<file path="src/rtl/change_dispenser.sv">
// Greedy coin payout controller: releases 20/10/5/1 coins one at a time to the hopper.
// Optional macro CHANGE_TIMEOUT_EN aborts a payout when the hopper never acknowledges.
module change_dispenser #(
    parameter int unsigned STOCK_W      = 4,
    parameter int unsigned STOCK1_INIT  = 8,
    parameter int unsigned STOCK5_INIT  = 8,
    parameter int unsigned STOCK10_INIT = 8,
    parameter int unsigned STOCK20_INIT = 8,
    parameter int unsigned ACK_TIMEOUT  = 255
) (
    input  logic                 clk,
    input  logic                 rst,
    input  logic                 start,
    input  logic [6:0]           amount,
    input  logic                 restock,
    input  logic                 coin_ack,
    output logic                 coin_req,
    output logic [3:0]           coin_sel,
    output logic                 busy,
    output logic                 done,
    output logic                 error,
    output logic [6:0]           remaining,
    output logic [4*STOCK_W-1:0] stock
);

    typedef enum logic [2:0] {StIdle, StSelect, StReq, StDone, StFail} state_e;

    // Index i of the stock vector matches bit i of the one-hot coin_sel.
    localparam logic [3:0][STOCK_W-1:0] StockInit = {
        STOCK_W'(STOCK20_INIT), STOCK_W'(STOCK10_INIT),
        STOCK_W'(STOCK5_INIT), STOCK_W'(STOCK1_INIT)
    };

    state_e                   state_q, state_d;
    logic [6:0]               remaining_q, remaining_d;
    logic [3:0][STOCK_W-1:0]  stock_q, stock_d;
    logic                     coin_req_q, coin_req_d;
    logic [3:0]               coin_sel_q, coin_sel_d;
    logic                     busy_q, done_q, error_q;
    logic [3:0]               pick;
    logic [6:0]               sel_val;

`ifdef CHANGE_TIMEOUT_EN
    localparam int unsigned TmoW = (ACK_TIMEOUT > 1) ? $clog2(ACK_TIMEOUT) : 1;
    logic [TmoW-1:0] tmo_q, tmo_d;
`endif

    // Largest denomination that fits the amount owed and is still in stock.
    always_comb begin
        pick = 4'b0000;
        if (remaining_q >= 7'd20 && stock_q[3] != '0) begin
            pick = 4'b1000;
        end else if (remaining_q >= 7'd10 && stock_q[2] != '0) begin
            pick = 4'b0100;
        end else if (remaining_q >= 7'd5 && stock_q[1] != '0) begin
            pick = 4'b0010;
        end else if (remaining_q >= 7'd1 && stock_q[0] != '0) begin
            pick = 4'b0001;
        end
    end

    always_comb begin
        unique case (coin_sel_q)
            4'b0001: sel_val = 7'd1;
            4'b0010: sel_val = 7'd5;
            4'b0100: sel_val = 7'd10;
            4'b1000: sel_val = 7'd20;
            default: sel_val = 7'd0;
        endcase
    end

    always_comb begin
        state_d     = state_q;
        remaining_d = remaining_q;
        stock_d     = stock_q;
        coin_req_d  = coin_req_q;
        coin_sel_d  = coin_sel_q;
`ifdef CHANGE_TIMEOUT_EN
        tmo_d       = '0;
`endif
        unique case (state_q)
            StIdle: begin
                if (restock) stock_d = StockInit;
                if (start) begin
                    remaining_d = amount;
                    state_d     = StSelect;
                end
            end
            StSelect: begin
                if (remaining_q == 7'd0) begin
                    state_d = StDone;
                end else if (pick == 4'b0000) begin
                    state_d = StFail;
                end else begin
                    coin_sel_d = pick;
                    coin_req_d = 1'b1;
                    state_d    = StReq;
                end
            end
            StReq: begin
                if (coin_ack) begin
                    remaining_d = remaining_q - sel_val;
                    for (int i = 0; i < 4; i++) begin
                        if (coin_sel_q[i]) stock_d[i] = stock_q[i] - STOCK_W'(1);
                    end
                    coin_req_d = 1'b0;
                    coin_sel_d = 4'b0000;
                    state_d    = StSelect;
                end
`ifdef CHANGE_TIMEOUT_EN
                else if (tmo_q == TmoW'(ACK_TIMEOUT - 1)) begin
                    coin_req_d = 1'b0;
                    coin_sel_d = 4'b0000;
                    state_d    = StFail;
                end else begin
                    tmo_d = tmo_q + TmoW'(1);
                end
`endif
            end
            StDone:  state_d = StIdle;
            StFail:  state_d = StIdle;
            default: state_d = StIdle;
        endcase
    end

    always_ff @(posedge clk) begin
        if (!rst) begin
            state_q     <= StIdle;
            remaining_q <= 7'd0;
            stock_q     <= StockInit;
            coin_req_q  <= 1'b0;
            coin_sel_q  <= 4'b0000;
            busy_q      <= 1'b0;
            done_q      <= 1'b0;
            error_q     <= 1'b0;
        end else begin
            state_q     <= state_d;
            remaining_q <= remaining_d;
            stock_q     <= stock_d;
            coin_req_q  <= coin_req_d;
            coin_sel_q  <= coin_sel_d;
            busy_q      <= (state_d != StIdle);
            done_q      <= (state_d == StDone);
            error_q     <= (state_d == StFail);
        end
    end

`ifdef CHANGE_TIMEOUT_EN
    always_ff @(posedge clk) begin
        if (!rst) tmo_q <= '0;
        else      tmo_q <= tmo_d;
    end
`endif

    assign coin_req  = coin_req_q;
    assign coin_sel  = coin_sel_q;
    assign busy      = busy_q;
    assign done      = done_q;
    assign error     = error_q;
    assign remaining = remaining_q;
    assign stock     = stock_q;

endmodule

</file>
<file path="config.mk">
export PLATFORM = sky130hd
export DESIGN_NAME = change_dispenser
export DESIGN_NICKNAME = d
export VERILOG_FILES = /design/src/rtl/change_dispenser.sv
export SDC_FILE = /design/constraint.sdc
export NUM_CORES = 1
export LEC_CHECK = 0
export ABC_AREA = 1
export BUFFER_PORTS_ARGS = -buffer_cell sky130_fd_sc_hd__buf_4
export CORE_ASPECT_RATIO = 1.25
export CORE_MARGIN = 10
export CORE_UTILIZATION = 40
export CTS_BUF_LIST = sky130_fd_sc_hd__clkbuf_16
export DETAILED_ROUTE_END_ITERATION = 10
export GPL_ROUTABILITY_DRIVEN = 0
export PLACE_DENSITY = 0.68
export RECOVER_POWER = 25
export SYNTH_ARGS = -nofsm -noshare
export SYNTH_HDL_FRONTEND = slang
export SYNTH_SLANG_ARGS = --single-unit
</file>
<file path="constraint.sdc">
create_clock -name clk -period 4.2 [get_ports clk]
set_input_delay 0.84 -clock clk [delete_from_list [all_inputs] [get_ports clk]]
set_output_delay 0.84 -clock clk [all_outputs]
set_load 0.05 [all_outputs]
</file>
# == Yosys cells after proc, flatten, opt, wreduce, memory -nomap -nowiden ==
# Cells that the tools add are included.
# totals
rom_bits,0
out_inout_bits,31
ramBits,0
n_memories,0
latch_bits,0
reg_bits,34
# classes
div,0
n_mux,28
multipliers,0
reduce_logical,20
bitwise_logic,0
order_cmp,4
shift,0
n_addsub,5
eq_ne,17
# ops
op,n
16-bit two-way mux,2
4-bit two-way mux,8
16-bit case mux with 2 select lines,1
5-bit case mux with 4 select lines,1
4-bit AND reduction,5
2-bit inequality test (second input constant),9
4-bit nonzero test,4
4-bit by 1-bit subtractor with 4-bit output (second input constant),4
3-bit two-way mux,5
7-bit two-way mux,2
7-bit case mux with 2 select lines,1
3-bit case mux with 3 select lines,1
4-bit case mux with 2 select lines,1
7-bit by 1-bit >= comparator with 1-bit output (second input constant),1
7-bit by 3-bit >= comparator with 1-bit output (second input constant),1
7-bit by 4-bit >= comparator with 1-bit output (second input constant),1
7-bit by 5-bit >= comparator with 1-bit output (second input constant),1
7-bit zero test,1
7-bit subtractor,1
3-bit by 2-bit == test with 1-bit output (second input constant),2
4-bit by 1-bit == test with 1-bit output (second input constant),1
4-bit by 2-bit == test with 1-bit output (second input constant),1
4-bit by 3-bit == test with 1-bit output (second input constant),1
4-bit == test (second input constant),1
11 further kinds,18

# == Logic depth before layout (Yosys ltp) ==
# Gate-level depths: netlist (run 1).
# logic_depth
word_depth,11
mapped_depth,14
ltp_nobuf,14

# == Worst setup path before layout (run 1) ==
# No wires, ideal clock.
# synth_path
path_type,reg2reg
start,"reg coin_sel_q[2], in the netlist coin_sel[2]"
end,"reg remaining_q[6], in the netlist remaining[6]"
required_time_ps,4090
setup_slack_ps,1918
setup_time_ps,110
path_stages_with_launch,15
arrival_ps,2172
path_cell_list,dfxtp_1 > inv_1 > nand2_1 > nor3b_1 > ha_1 > fa_1 > nand3b_1 > nand2_1 > nand2_1 > nand3_1 > nand2_1 > nand3_1 > nand3_1 > nand3_1 > inv_1
# synth_between
elab_chain_cells,5
# synth_rtl
element,line,rtl
start: declaration,38,"logic [3:0] coin_sel_q, coin_sel_d;"
start signal: assignment,141,coin_sel_q <= coin_sel_d;
4-bit == test (tied with other cells),63,unique case (coin_sel_q)
5-bit case mux with 4 select lines (*),63,
7-bit subtractor (*),102,remaining_d = remaining_q - sel_val;
7-bit two-way mux (*),101,if (coin_ack) begin
7-bit case mux with 2 select lines (*),81,unique case (state_q)
end signal: assignment,138,remaining_q <= remaining_d;
end: declaration,35,"logic [6:0] remaining_q, remaining_d;"
# Mark *: on every way between the ends. The rest lies on a longest branch, timed or not. The select of a mux whose other input is x is not followed.
# A chain may end at the register's enable or synchronous reset.

# == Worst setup path in the final report (run 1) ==
# layout_path
start,reg state_q[2]
end,"reg stock_q, in the netlist stock[10]"
# layout_between
elab_chain_cells,3
# layout_rtl
element,line,rtl
start: declaration,34,"state_e state_q, state_d;"
start signal: assignment,128,state_q <= StIdle;
start signal: assignment,137,state_q <= state_d;
3-bit by 2-bit == test with 1-bit output / 3-bit zero test (equally long branches),81,
2-bit inequality test (no source line) / 2-bit nonzero test (equally long branches),n/a,
4-bit AND reduction (no source line),n/a,
end signal: assignment,130,stock_q <= StockInit;
end signal: assignment,139,stock_q <= stock_d;
end: declaration,36,"logic [3:0][STOCK_W-1:0] stock_q, stock_d;"
# Parallel ways exist; a longest one is shown, timed or not.

==> results of run 1 <==
## cells by family after synthesis
family	Yosys count
adders and majority gates	14
AOI/OAI and AO/OA	59
xor gates and xnor gates	2
DFF	34
buffers and inverters	50
and+or+nand+nor	124
## area by class of cell
cell class,count,area (um^2),area share (%)
Clock inverter,3,45.04,1.792
Sequential cell,34,680.7,27.08
Tap cell,62,77.57,3.086
Inverter,46,172.7,6.869
Multi-Input combinational cell,199,1120,44.55
Clock buffer,5,125.1,4.978
Timing Repair Buffer,42,292.8,11.65
## state kept, by name, indices dropped and copies added (netlist names)
register,cells
remaining,7
stock,16
state_q,3
coin_sel,4
coin_req,1
busy,1
error,1
done,1
## per-stage QoR
step | hold WS, ps | setup slack (ps) | cell area, um^2 | instances | utilization, %
floorplan | 636.1 | 1918 | 2036 | 283 | -
global placement | 459.3 | 2206 | 2399 | 383 | 47.90
detailed placement | 473.5 | 2116 | 2399 | 383 | 47.90
CTS | 481.8 | 2098 | 2569 | 391 | 51.30
global route | 510.2 | 1347 | 2514 | 391 | 50.20
finish | 472.4 | 1691 | 2514 | 391 | 50.20
## final timing paths
| check | end | slack [ps] | cells after the start |
|---|---|---|---|
| min reg2reg | coin_req | 470 | 2 |
| min | coin_req | 470 | 2 |
| max reg2reg | stock[10] | 1690 | 7 |
| max | stock[10] | 1690 | 7 |
## worst max-delay path, delay by kind of cell, from the launching register on
| kind | cells | cell delay, ps |
|---|---|---|
| flip-flops | 1 | 330 |
| AND/OR/NAND/NOR | 4 | 1000 |
| AO/OA/AOI/OAI | 2 | 900 |
| buffers and inverters | 1 | 200 |
## layout by cell type (no fill, tap or decap), types with 2 or more instances in the layout
cell type	netlist	layout
sky130_fd_sc_hd__nand2_1	53	54
sky130_fd_sc_hd__inv_1	41	42
sky130_fd_sc_hd__buf_4	0	36
sky130_fd_sc_hd__dfxtp_1	34	34
sky130_fd_sc_hd__nor2_1	25	27
sky130_fd_sc_hd__a21oi_1	26	26
sky130_fd_sc_hd__nand3_1	18	19
sky130_fd_sc_hd__o21ai_0	16	18
sky130_fd_sc_hd__ha_1	13	13
sky130_fd_sc_hd__clkbuf_1	2	6
sky130_fd_sc_hd__a211oi_1	5	5
sky130_fd_sc_hd__clkbuf_16	0	5
sky130_fd_sc_hd__nand4_1	4	4
sky130_fd_sc_hd__nor2_2	5	4
sky130_fd_sc_hd__nor3_1	4	4
sky130_fd_sc_hd__inv_2	5	3
sky130_fd_sc_hd__nand2_2	4	3
sky130_fd_sc_hd__nor2_4	4	3
sky130_fd_sc_hd__o21ai_1	2	2
sky130_fd_sc_hd__xor2_1	2	2
sky130_fd_sc_hd__clkinvlp_4	0	2
## metal layers
metal  track usage [%]  vias up  wire length [um]
li1                  -     1012                 -
met1             13.30      890              2153
met2             21.32       38              2428
met3             4.007        6               314
met4             4.000        0                66
met5                 0        -                 0
==> run summary, run 1 <==
The flow ran to the end, and the final reports show no timing, DRC or antenna violations. The H-tree was split into 2 levels. Total track usage: 12.09%. Counting I/O delays and the setup requirement, the final critical path takes 2509 ps.

Number of flops mapped to enable cells by yosys: 0. TritonCTS built the clock tree. The tools report the category of the worst setup path launch point as a flip-flop. Summing the areas of all compound-gate instances in the mapped netlist gives 17.46% of the synthesized area. The routed length per instance works out to 12.70 um. The via total after detailed routing was 1,946; the clock latency on the worst-skew pair was 280 ps.

Total of max-cap violations: 0. The critical path's largest stage delay came out at 790 ps. In this run, synthesis produced a sequential element count of 34. Summing every instance area after synthesis gives 2036 um^2.

STA classifies the critical path endpoint as a flip-flop. The filler cells instantiated in the layout total 514. Clock tree synthesis found a total of 34 sinks. The cell count after synthesis came out at 283. The total I/O pin count was 43; the die footprint was 8360 um^2.

The first global-routing pass estimated 8542 um of wire. Cell type of the slowest stage on the worst timing path: sky130_fd_sc_hd__o21ai_0. The die extent in x is 83.81 um.

The area growth from synthesis to layout is 23.48%. The clock arrives with 7.505 ps of skew. The final layout contains routed wiring with a total length of 4964 um.

Most common flop cell mapped by yosys: sky130_fd_sc_hd__dfxtp_1. The repair_antennas step left the layout with diodes totalling 0. Of all nets on the critical path, the largest fanout is 23.

In this run the deepest clock path goes through 2 buffers. Summed over all instances, the cell type with the most area after synthesis is sky130_fd_sc_hd__dfxtp_1. The initial utilization of the core area, before any placement, comes to 40.65%. After synthesis, the largest area contributor takes up 33.44% of total cell area. The combinational family with the most area after synthesis is simple AND/OR/NAND/NOR gates. The reg-to-reg critical path startpoint is state_q[2]. In the post-synthesis netlist, the biggest area contributors are sky130_fd_sc_hd__dfxtp_1 33%, sky130_fd_sc_hd__nand2_1 9.8%, sky130_fd_sc_hd__ha_1 8.0%. The number of resized instances in the post-cts repair step is 0. Final period utilization: 59.73%. Clock-pin slew was measured on the worst setup and hold paths at 60 ps.

The required time at the worst-slack endpoint was 4410 ps; the mux cell area share after synthesis was 0%. Share of post-route cells with drive strength above 1: 19.45%. Using the TritonRoute via totals, the vias-per-cell ratio works out to 4.977.

The net count of the finished layout is 354. For this run, the number of Yosys warnings is 0. Buffers inserted during clock tree synthesis total 5. After synthesis, the most frequently instantiated cells are 53 x sky130_fd_sc_hd__nand2_1, 41 x sky130_fd_sc_hd__inv_1, 34 x sky130_fd_sc_hd__dfxtp_1.

After detailed routing, the number of remaining DRC violations is 0. The die is 99.76 um tall. In this run, post-CTS hold repair placed 0 buffers. Row generation in the floorplan step produced 29 rows. The most common cell type on the critical path is sky130_fd_sc_hd__nand2_1. In the synthesized netlist the async set-or-reset flop fraction comes to 0%.

The critical setup path kind was flip-flop to flip-flop. Setup violations remaining at the end of the flow were counted as 0. The start point of the critical path was state_q[2]. The number of global-route vias before repair was 1,896; the core area was 5007 um^2.

The number of nets in the synthesized netlist is 309. Entering global routing, the biggest net connects 24 pins. The detail route stage leaves a number of antenna-violating nets equal to 0. For the total congestion overflow after global routing, the log shows 0. The start point of the worst hold path was coin_req. Number of buffers inserted by port buffering: 42. The post-synthesis cell type count was 34. For the pin with the worst max-slew slack, the measured transition is 805.6 ps. Summing the areas of all fa, ha and maj instances in the mapped netlist gives 8.974% of the synthesized area.

Detailed placement ended at an HPWL of 3864 um. The run gives 0 as the number of hold violations in the final report. The logs give 0 ps for the post-route setup TNS and 0 for the number of max-slew violations in the final report.

The detailed router finished its first iteration with 72 violations. Setup repair after global routing left no endpoint under its margin. Of the synthesized area, sequential elements account for 33.44%.

The average instance in the mapped netlist occupies 7.193 um^2. The post-synthesis simple-gate area fraction is 29.32%. The number of antenna violations at the first check in global routing is 0, and the achievable frequency is 398.6 MHz. Measured against its own limit, the worst slew margin works out to 46.17%. The root buffer cell chosen for the clock tree is sky130_fd_sc_hd__clkbuf_16.

The post-synthesis share of cell area spent on xor and xnor gates was 0.8605%. The pre-antenna-repair detailed-routing pass consisted of 4 iterations. The most repeated cell in the gate-level netlist after synthesis is sky130_fd_sc_hd__nand2_1. The data arrival time at the worst-slack endpoint came out at 2720 ps.

The count of buffers added by post-CTS timing repair for setup came out at 0. Traced cell by cell, the critical path runs through nor2_1 > nand2_1 > o21ai_0 > clkinv_1 > nand3_1 > nand2_1 > a21oi_1. In this run the worst hold path is classified as flip-flop to flip-flop.
Power of run 1 is not shown: default switching activity piles up to over one toggle a cycle in this logic, so the estimate is an artifact.
==> run 2: changes to the inputs <==
==> constraint.sdc (replaced) <==
create_clock -name clk -period 2.5 [get_ports clk]
set_input_delay 0.5 -clock clk [delete_from_list [all_inputs] [get_ports clk]]
set_output_delay 0.5 -clock clk [all_outputs]
set_load 0.05 [all_outputs]
==> run summary, run 2 (synthesis results as in run 1) <==
The number of fillers in the final layout was 526 (+2.3%); the share of post-route cells with drive strength above 1 was 18.84% (-0.61 points). End-of-flow core utilization: 50.17% (about the same). The maximum number of pins on one net before global-route repair came out at 24 (unchanged). The total of max-cap violations is 0 (unchanged), and the slew at the pin closest to its max-slew limit is 609.1 ps (-196.4 ps).

STA classifies the critical path endpoint as a flip-flop. The number of levels the H-tree was split into came out at 2 (unchanged). The clock latency on the worst-skew pair was 280 ps (about the same).

The tools report the via total after detailed routing as 1,935 (-0.57%). The met1 layer usage reported by global route was 13.12% (-0.17 points); the total I/O pin count was 43 (unchanged). Final wirelength: 4963 um (about the same).

The achievable frequency is 481.1 MHz (+21%), and the die footprint is 8360 um^2 (unchanged). The count of buffers added by post-CTS timing repair for setup was 0 (unchanged); the clock sink count was 34 (unchanged). The most utilized layer in the global route result is met2. The clock input transition at the sequential cells of the worst setup and hold paths was 60 ps (about the same); the slack of the worst reg-to-reg path was 420 ps (-1270 ps). The final layout net count was 354 (unchanged); the routed length per instance was 12.69 um (about the same). Setup repair after global routing left no endpoint under its margin.

The clock period minus worst slack is 2078 ps (-430.3 ps), and the number of buffers inserted by port buffering is 42 (unchanged). The logs give 0 (unchanged) for the number of hold violations in the final report and 0 (unchanged) for the number of resized instances in the post-cts repair step. The worst clock skew came out at 5.355 ps (-2.150 ps).

The logic depth of the worst register-to-register path was 14 (+7). The logs give 59.57% (+13 points) for the worst max-slew margin expressed relative to the limit and 0 (unchanged) for the number of max-slew violations in the final report. The category of the worst setup path launch point was a flip-flop. Number of flip-flops under the largest register name: 16 (unchanged).

Leaving out fill and tap cells, the most frequent cells in the layout are 53 x sky130_fd_sc_hd__nand2_1, 42 x sky130_fd_sc_hd__inv_1, 34 x sky130_fd_sc_hd__dfxtp_1. Die extent in x: 83.81 um (unchanged). The startpoint identified for the worst hold timing path is coin_req. The met3 track demand over resource is 4.334% (+0.33 points). Largest buffer count on any clock path: 2 (unchanged). The worst hold path terminates at coin_req. The number of nets with antenna violations after detailed routing came out at 0 (unchanged). The post-route setup TNS came out at 0 ps (unchanged). The total CTS buffers is 5 (unchanged). The tree is rooted in a sky130_fd_sc_hd__clkbuf_16. The tools report the required time at the worst-slack endpoint as 2680 ps (-1730 ps). The capture point of the worst reg-to-reg path is remaining[6]. The data arrival time at the worst-slack endpoint came out at 2260 ps (-460 ps). The flow ran to the end, and the final reports show no timing, DRC or antenna violations. The maximum fanout count along the critical path is 5 (-78%), and the number of global-route vias before repair is 1,886 (-0.53%). The worst hold path stage count is 2 (unchanged). The half-perimeter wire length after placement is 3896 um (+0.84%). The tools report the global-route wire length before repair as 8342 um (-2.3%).

In this run the critical register-to-register path is launched from coin_sel[3]. The number of endpoints failing setup at the final stage came out at 0 (unchanged). The final period utilization is 83.14% (+23 points).

The number of rows created at floorplan was 29 (unchanged). The class of the tightest hold or removal check is flip-flop to flip-flop. Antenna cell count: 0 (unchanged).

Die boundary height: 99.76 um (unchanged). Commonest non-fill, non-tap cell in the layout: sky130_fd_sc_hd__nand2_1. For the detailed-router iteration count before antenna repair, the log shows 4 (unchanged). The hold-fix buffer count after cts is 0 (unchanged), and the core area is 5007 um^2 (unchanged). The critical setup path kind was flip-flop to flip-flop. The tools report the global-route met2 utilization as 20.73% (-0.59 points). The total congestion overflow after global routing is 0 (unchanged), and the mean number of vias per cell is 4.949 (-0.57%). The logs give 0 (unchanged) for the number of DRC violations after detailed routing and 0 (unchanged) for the number of antenna violations at the first check in global routing. The starting DRC count in detailed routing is 85 (+18%), and the initial core utilization is 40.65% (unchanged). TritonCTS built the clock tree. The signed area change from the synthesized netlist to the final layout was 23.42% (about the same); the total track usage was 12.08% (about the same).
-- run 2: changes by cell type in the layout (fill, tap and decap cells not counted), moves of 2 or more --
cell and delta:
sky130_fd_sc_hd__o21ai_0 -2, sky130_fd_sc_hd__nor2_1 -2, sky130_fd_sc_hd__clkbuf_1 +9, sky130_fd_sc_hd__buf_4 -9
-- run 2: layer usage --
metal	vias up	wire length [um]	share of wire, %
met5	-	0	0
met4	0	97	2.0
met3	8	381	7.7
met2	44	2396	48
met1	870	2088	42
li1	1013	-	-
-- run 2: cell type report --
class	instances	area (um^2)	area share, %
clock buffer	5	125.1	4.980
clock inverter	3	45.04	1.793
inverter	46	172.7	6.873
multi-input combinational	199	1152	45.87
sequential	34	680.7	27.09
tap	62	77.57	3.088
timing repair buffer	42	259.0	10.31
-- run 2: how the worst max path moves through the flow --
| stage | startpoint | to | depth (start not counted) | slack [ps] |
|---|---|---|---|---|
| 3_5_place_dp | coin_sel[2] | remaining[6] | 14 | 410 |
| 4_1_cts | coin_sel[2] | remaining[6] | 14 | 410 |
| 2_1_floorplan | coin_sel[2] | remaining[6] | 14 | 220 |
| 3_3_place_gp | coin_sel[2] | remaining[6] | 14 | 510 |
| 5_1_grt | coin_sel[2] | remaining[6] | 14 | 260 |
| 6_report | coin_sel[3] | remaining[6] | 14 | 420 |
-- run 2: worst max-delay path, cell delays in order, from the launching register on --
cell and delay [ps]:
sky130_fd_sc_hd__dfxtp_1 420, sky130_fd_sc_hd__inv_1 80, sky130_fd_sc_hd__nand2_1 90, sky130_fd_sc_hd__nor3b_1 60, sky130_fd_sc_hd__ha_1 210, sky130_fd_sc_hd__fa_1 390
sky130_fd_sc_hd__nand3b_1 170, sky130_fd_sc_hd__nand2_1 100, sky130_fd_sc_hd__nand2_1 80, sky130_fd_sc_hd__nand3_1 80, sky130_fd_sc_hd__nand2_1 50, sky130_fd_sc_hd__nand3_1 70
sky130_fd_sc_hd__nand3_1 70, sky130_fd_sc_hd__nand3_1 70, sky130_fd_sc_hd__inv_1 40
-- run 2: through the flow --
stage / hold WS, ps / area, um^2 / cells / setup WS, ps
2_1_floorplan: 636.1 / 2036 / 283 / 217.9
3_3_place_gp: 459.9 / 2399 / 383 / 505.9
3_5_place_dp: 467.9 / 2399 / 383 / 408.9
4_1_cts: 476.1 / 2569 / 391 / 409.9
5_1_grt: 495.5 / 2512 / 391 / 255.4
6_report: 465.9 / 2512 / 391 / 421.6
Power of run 2 is left out for the same reason.
==> run 3: changes to the inputs <==
--- a/config.mk
+++ b/config.mk
@@ -5,7 +5,7 @@
 export SDC_FILE = /design/constraint.sdc
 export NUM_CORES = 1
 export LEC_CHECK = 0
-export ABC_AREA = 1
+export ABC_AREA = 0
 export BUFFER_PORTS_ARGS = -buffer_cell sky130_fd_sc_hd__buf_4
 export CORE_ASPECT_RATIO = 1.25
 export CORE_MARGIN = 10
@@ -13,7 +13,7 @@
 export CTS_BUF_LIST = sky130_fd_sc_hd__clkbuf_16
 export DETAILED_ROUTE_END_ITERATION = 10
 export GPL_ROUTABILITY_DRIVEN = 0
-export PLACE_DENSITY = 0.68
+export PLACE_DENSITY = 0.67
 export RECOVER_POWER = 25
 export SYNTH_ARGS = -nofsm -noshare
 export SYNTH_HDL_FRONTEND = slang
==> constraint.sdc (replaced) <==
create_clock -name clk -period 2 [get_ports clk]
set_input_delay 0.4 -clock clk [delete_from_list [all_inputs] [get_ports clk]]
set_output_delay 0.4 -clock clk [all_outputs]
set_load 0.05 [all_outputs]
==> run summary, run 3 <==
The clock input transition at the sequential cells of the worst setup and hold paths was 50 ps (about the same); the worst setup margin was -106.1 ps (-527.6 ps). The tools report the count of mapped cells out of synthesis as 249 (-12%). The final period utilization was 105.3% (+22 points); the global-route met2 utilization was 22.63% (+1.9 points). The critical path goes through or4b_4 > ha_1 > nor2b_1 > o31a_1 > o21ai_2 > a31oi_1 > o22ai_1. The critical path's largest stage delay works out to 560 ps (+140 ps). The required time at the worst-slack endpoint is 2210 ps (-470 ps). TritonCTS built the clock tree. The share of post-route cells with drive strength above 1 was 27.56% (+8.7 points); the mean area per synthesized cell was 8.291 um^2 (+15%). The number of buffers inserted by port buffering works out to 42 (unchanged). The total CTS buffers is 5 (unchanged), and the slew at the pin closest to its max-slew limit is 611.8 ps (+2.672 ps). The end-of-flow core utilization is 53.54% (+3.4 points).

The family of cells with the greatest summed delay on the critical path is compound AO/OA/AOI/OAI gates. Total nets after synthesis: 275 (-11%). The slack of the worst reg-to-reg path was -110 ps (-530 ps). The library cell used most frequently in the layout, excluding fill and tap cells, is sky130_fd_sc_hd__buf_4. Count of buffers added by post-CTS timing repair for setup: 0 (unchanged). IR analysis of the VDD net gives a maximum drop of 0.8175 mV. Element type at the critical path end: a flip-flop.

The run gives 2 (unchanged) as the largest buffer count on any clock path. For this design the ratio of total power to cell area is 1454 nW/um^2. The async set or reset register ratio after synthesis came out at 0% (unchanged).

Routed length per instance: 14.57 um (+15%). The tools report the count of yosys warnings during synthesis as 0 (unchanged). The number of hold violations in the final report is 0 (unchanged). The mean number of vias per cell came out at 5.307 (+7.2%). For the total I/O pin count, the log shows 43 (unchanged). Clock latency on the worst-skew pair: 280 ps (about the same). Library cell occupying the most area in the post-synthesis netlist: sky130_fd_sc_hd__dfxtp_1. The checks that failed: setup timing. Post-synthesis simple-gate area fraction: 25.64% (-3.7 points). The antenna cell count is 0 (unchanged). The fraction of the mapped netlist area in adder cells is 9.394% (+0.42 points). Hold slack: 412.9 ps (-52.93 ps).

The tools report the total non-filler cell area in the finished layout as 2700 um^2 (+7.5%). The met3 track demand over resource came out at 3.647% (-0.69 points). The initial core utilization was 40.93% (+0.28 points); the hold-fix buffer count after cts was 0 (unchanged). The number of flops mapped to enable cells by yosys works out to 0 (unchanged). The tools report the core area as 5044 um^2 (+0.72%). The tools report the number of max-slew violations in the final report as 0 (unchanged).

The die extent in x was 84.26 um (+0.54%). The clock sink count was 34 (unchanged). STA classifies the critical path startpoint as a flip-flop.

The tools report the number of levels the H-tree was split into as 2 (unchanged). The top-area cell type share of the netlist area is 32.97% (-0.47 points), and the total leakage power is 1.149 nW. The post-synthesis cell area came out at 2064 um^2 (+1.4%). Global-route wire length before repair: 9052 um (+8.5%).

The logs give 32.97% (-0.47 points) for the sequential element share of the synthesized area and 4 (unchanged) for the detailed-router iteration count before antenna repair. The number of flip-flops under the largest register name came out at 16 (unchanged). The total congestion overflow after global routing is 0 (unchanged).

After global routing, the most crowded layer is met2. The tools report the final layout net count as 337 (-4.8%). By area the synthesized netlist is led by sky130_fd_sc_hd__dfxtp_1 33%, sky130_fd_sc_hd__ha_1 7.9%, sky130_fd_sc_hd__nor2_1 6.5%. The final wirelength is 5448 um (+9.8%), and the signed area change from the synthesized netlist to the final layout is 30.79%. The number of endpoints failing setup at the final stage was 3 (+3). The run gives 0 (unchanged) as the number of antenna violations at the first check in global routing. The number of rows created at floorplan is 29 (unchanged), and the clock period minus worst slack is 2106 ps (+27.64 ps). The maximum fanout count along the critical path works out to 4 (-1). The run gives 2586 um^2 (+7.8%) as the instance area after placement. Post-synthesis cell type count: 53 (+56%). Setup repair after global routing could not meet its margin everywhere. The critical path is of the flip-flop to flip-flop type. The starting DRC count in detailed routing is 73 (-14%), and the mux cell area share after synthesis is 1.515% (+1.5 points). The tools report the worst clock skew as 3.903 ps (-1.452 ps). The post-synthesis share of cell area spent on xor and xnor gates is 3.818% (+3.0 points). The buffers plus inverters on the worst setup path was 0 (-2); the number of global-route vias before repair was 1,904 (+0.95%).

The slowest stage of the critical path belongs to the cell sky130_fd_sc_hd__or4b_4. For the number of DRC violations after detailed routing, the log shows 0 (unchanged). The tools report the half-perimeter wire length after placement as 4243 um (+8.9%). The run gives 12.91% (+0.83 points) as the total track usage. By instance count, the leading cell after synthesis is sky130_fd_sc_hd__nor2_1. Die boundary height: 100.3 um (+0.56%). The master cell of the clock root buffer is sky130_fd_sc_hd__clkbuf_16.

The complex-gate fraction of the synthesized area came out at 21.39% (+3.9 points). The logs give 1,985 (+2.6%) for the via total after detailed routing and 8452 um^2 (+1.1%) for the die footprint. The met1 layer usage reported by global route is 14.40% (+1.3 points). Achievable frequency: 474.8 MHz (-1.3%). The maximum number of pins on one net before global-route repair came out at 19 (-21%). The most common flop cell mapped by yosys is sky130_fd_sc_hd__dfxtp_1. The library cells used most frequently in the layout, excluding fill and tap cells, are 48 x sky130_fd_sc_hd__buf_4, 36 x sky130_fd_sc_hd__nor2_1, 30 x sky130_fd_sc_hd__dfxtp_1. Total power of the final layout: 3.927 mW.

The run finished, with violations left. The run gives 59.39% (-0.18 points) as the worst max-slew margin expressed relative to the limit. The tools report the total of max-cap violations as 0 (unchanged). The commonest cells after synthesis are 36 x sky130_fd_sc_hd__nor2_1, 34 x sky130_fd_sc_hd__dfxtp_1, 17 x sky130_fd_sc_hd__a21oi_1, 17 x sky130_fd_sc_hd__nand2_1, 15 x sky130_fd_sc_hd__inv_1.

The worst hold path belongs to the class input pin to flip-flop. The number of register bits inferred by synthesis is 34 (unchanged). The number of nets with antenna violations after detailed routing came out at 0 (unchanged).

After synthesis, the largest family of logic cells by area is simple AND/OR/NAND/NOR gates. Data arrival time at the worst-slack endpoint: 2310 ps (+50 ps).
## run 3: cell types whose count changed in the layout (fill, tap and decap cells not counted), sizes merged, moves of 6 or more
cell | previous run | this run
nand2 | 57 | 17
inv | 46 | 15
buf | 27 | 48
nand3 | 20 | 4
a21oi | 27 | 18
and3 | 0 | 6
nor3 | 6 | 12
nor3b | 1 | 7
## run 3: layer usage
layer  share of wire (%)  wire (um)  vias up
met5                   0          0        -
met4                 1.4         78        0
met3                 3.3        179        7
met2                  51       2787       27
met1                  44       2403      941
li1                    -          -     1010
## run 3: repair_timing
item | 4_1_cts | 5_1_grt
endpoints found under the hold margin | 0 | 0
gates resized for setup | 2 | 6
endpoints found under the setup margin | 4 | 4
pin swaps | 1 | 3
## run 3: through the flow
step                      setup WS, ps  std cells  setup TNS [ps]
after floorplan                 -231.8        249          -671.5
after global placement          -75.95        366          -175.7
after detailed placement        -103.4        366          -279.7
after CTS                       -80.08        374          -218.4
after global routing            -203.4        374          -627.0
final                           -106.1        374          -257.7
## run 3: cell families after synthesis
family / after synthesis
compound gates: 66
buf+inv: 23
xor+xnor: 9
flops: 34
fa+ha+maj: 15
simple gates: 99
mux: 3
## run 3: cell type report
cell class	instances	area (um^2)
fillers	494	2344
clock inverters	3	16.27
well taps	62	77.57
inverters	15	56.30
repair buffers	63	416.7
clock buffers	5	125.1
multi-input cells	192	1320
flip-flops and latches	34	688.2
## run 3: worst paths after layout
kind	start	endpoint	depth (start not counted)
max reg2reg	coin_sel[0]	remaining[5]	7
min	amount[3]	remaining[3]	3
max	coin_sel[0]	remaining[5]	7
min reg2reg	coin_req	coin_req	3
## run 3: tightest hold or removal path, stage by stage
cell	delay (ps)
sky130_fd_sc_hd__buf_4	80
sky130_fd_sc_hd__a21oi_1	40
sky130_fd_sc_hd__a21oi_1	130
## run 3: report_power, final
group          switching [mW]  total (mW)  internal, mW
combinational            1.35        2.20         0.849
clock                   0.288       0.742         0.454
sequential              0.160       0.988         0.828
total                    1.80        3.93          2.13
(Power assumes the default switching activity.)
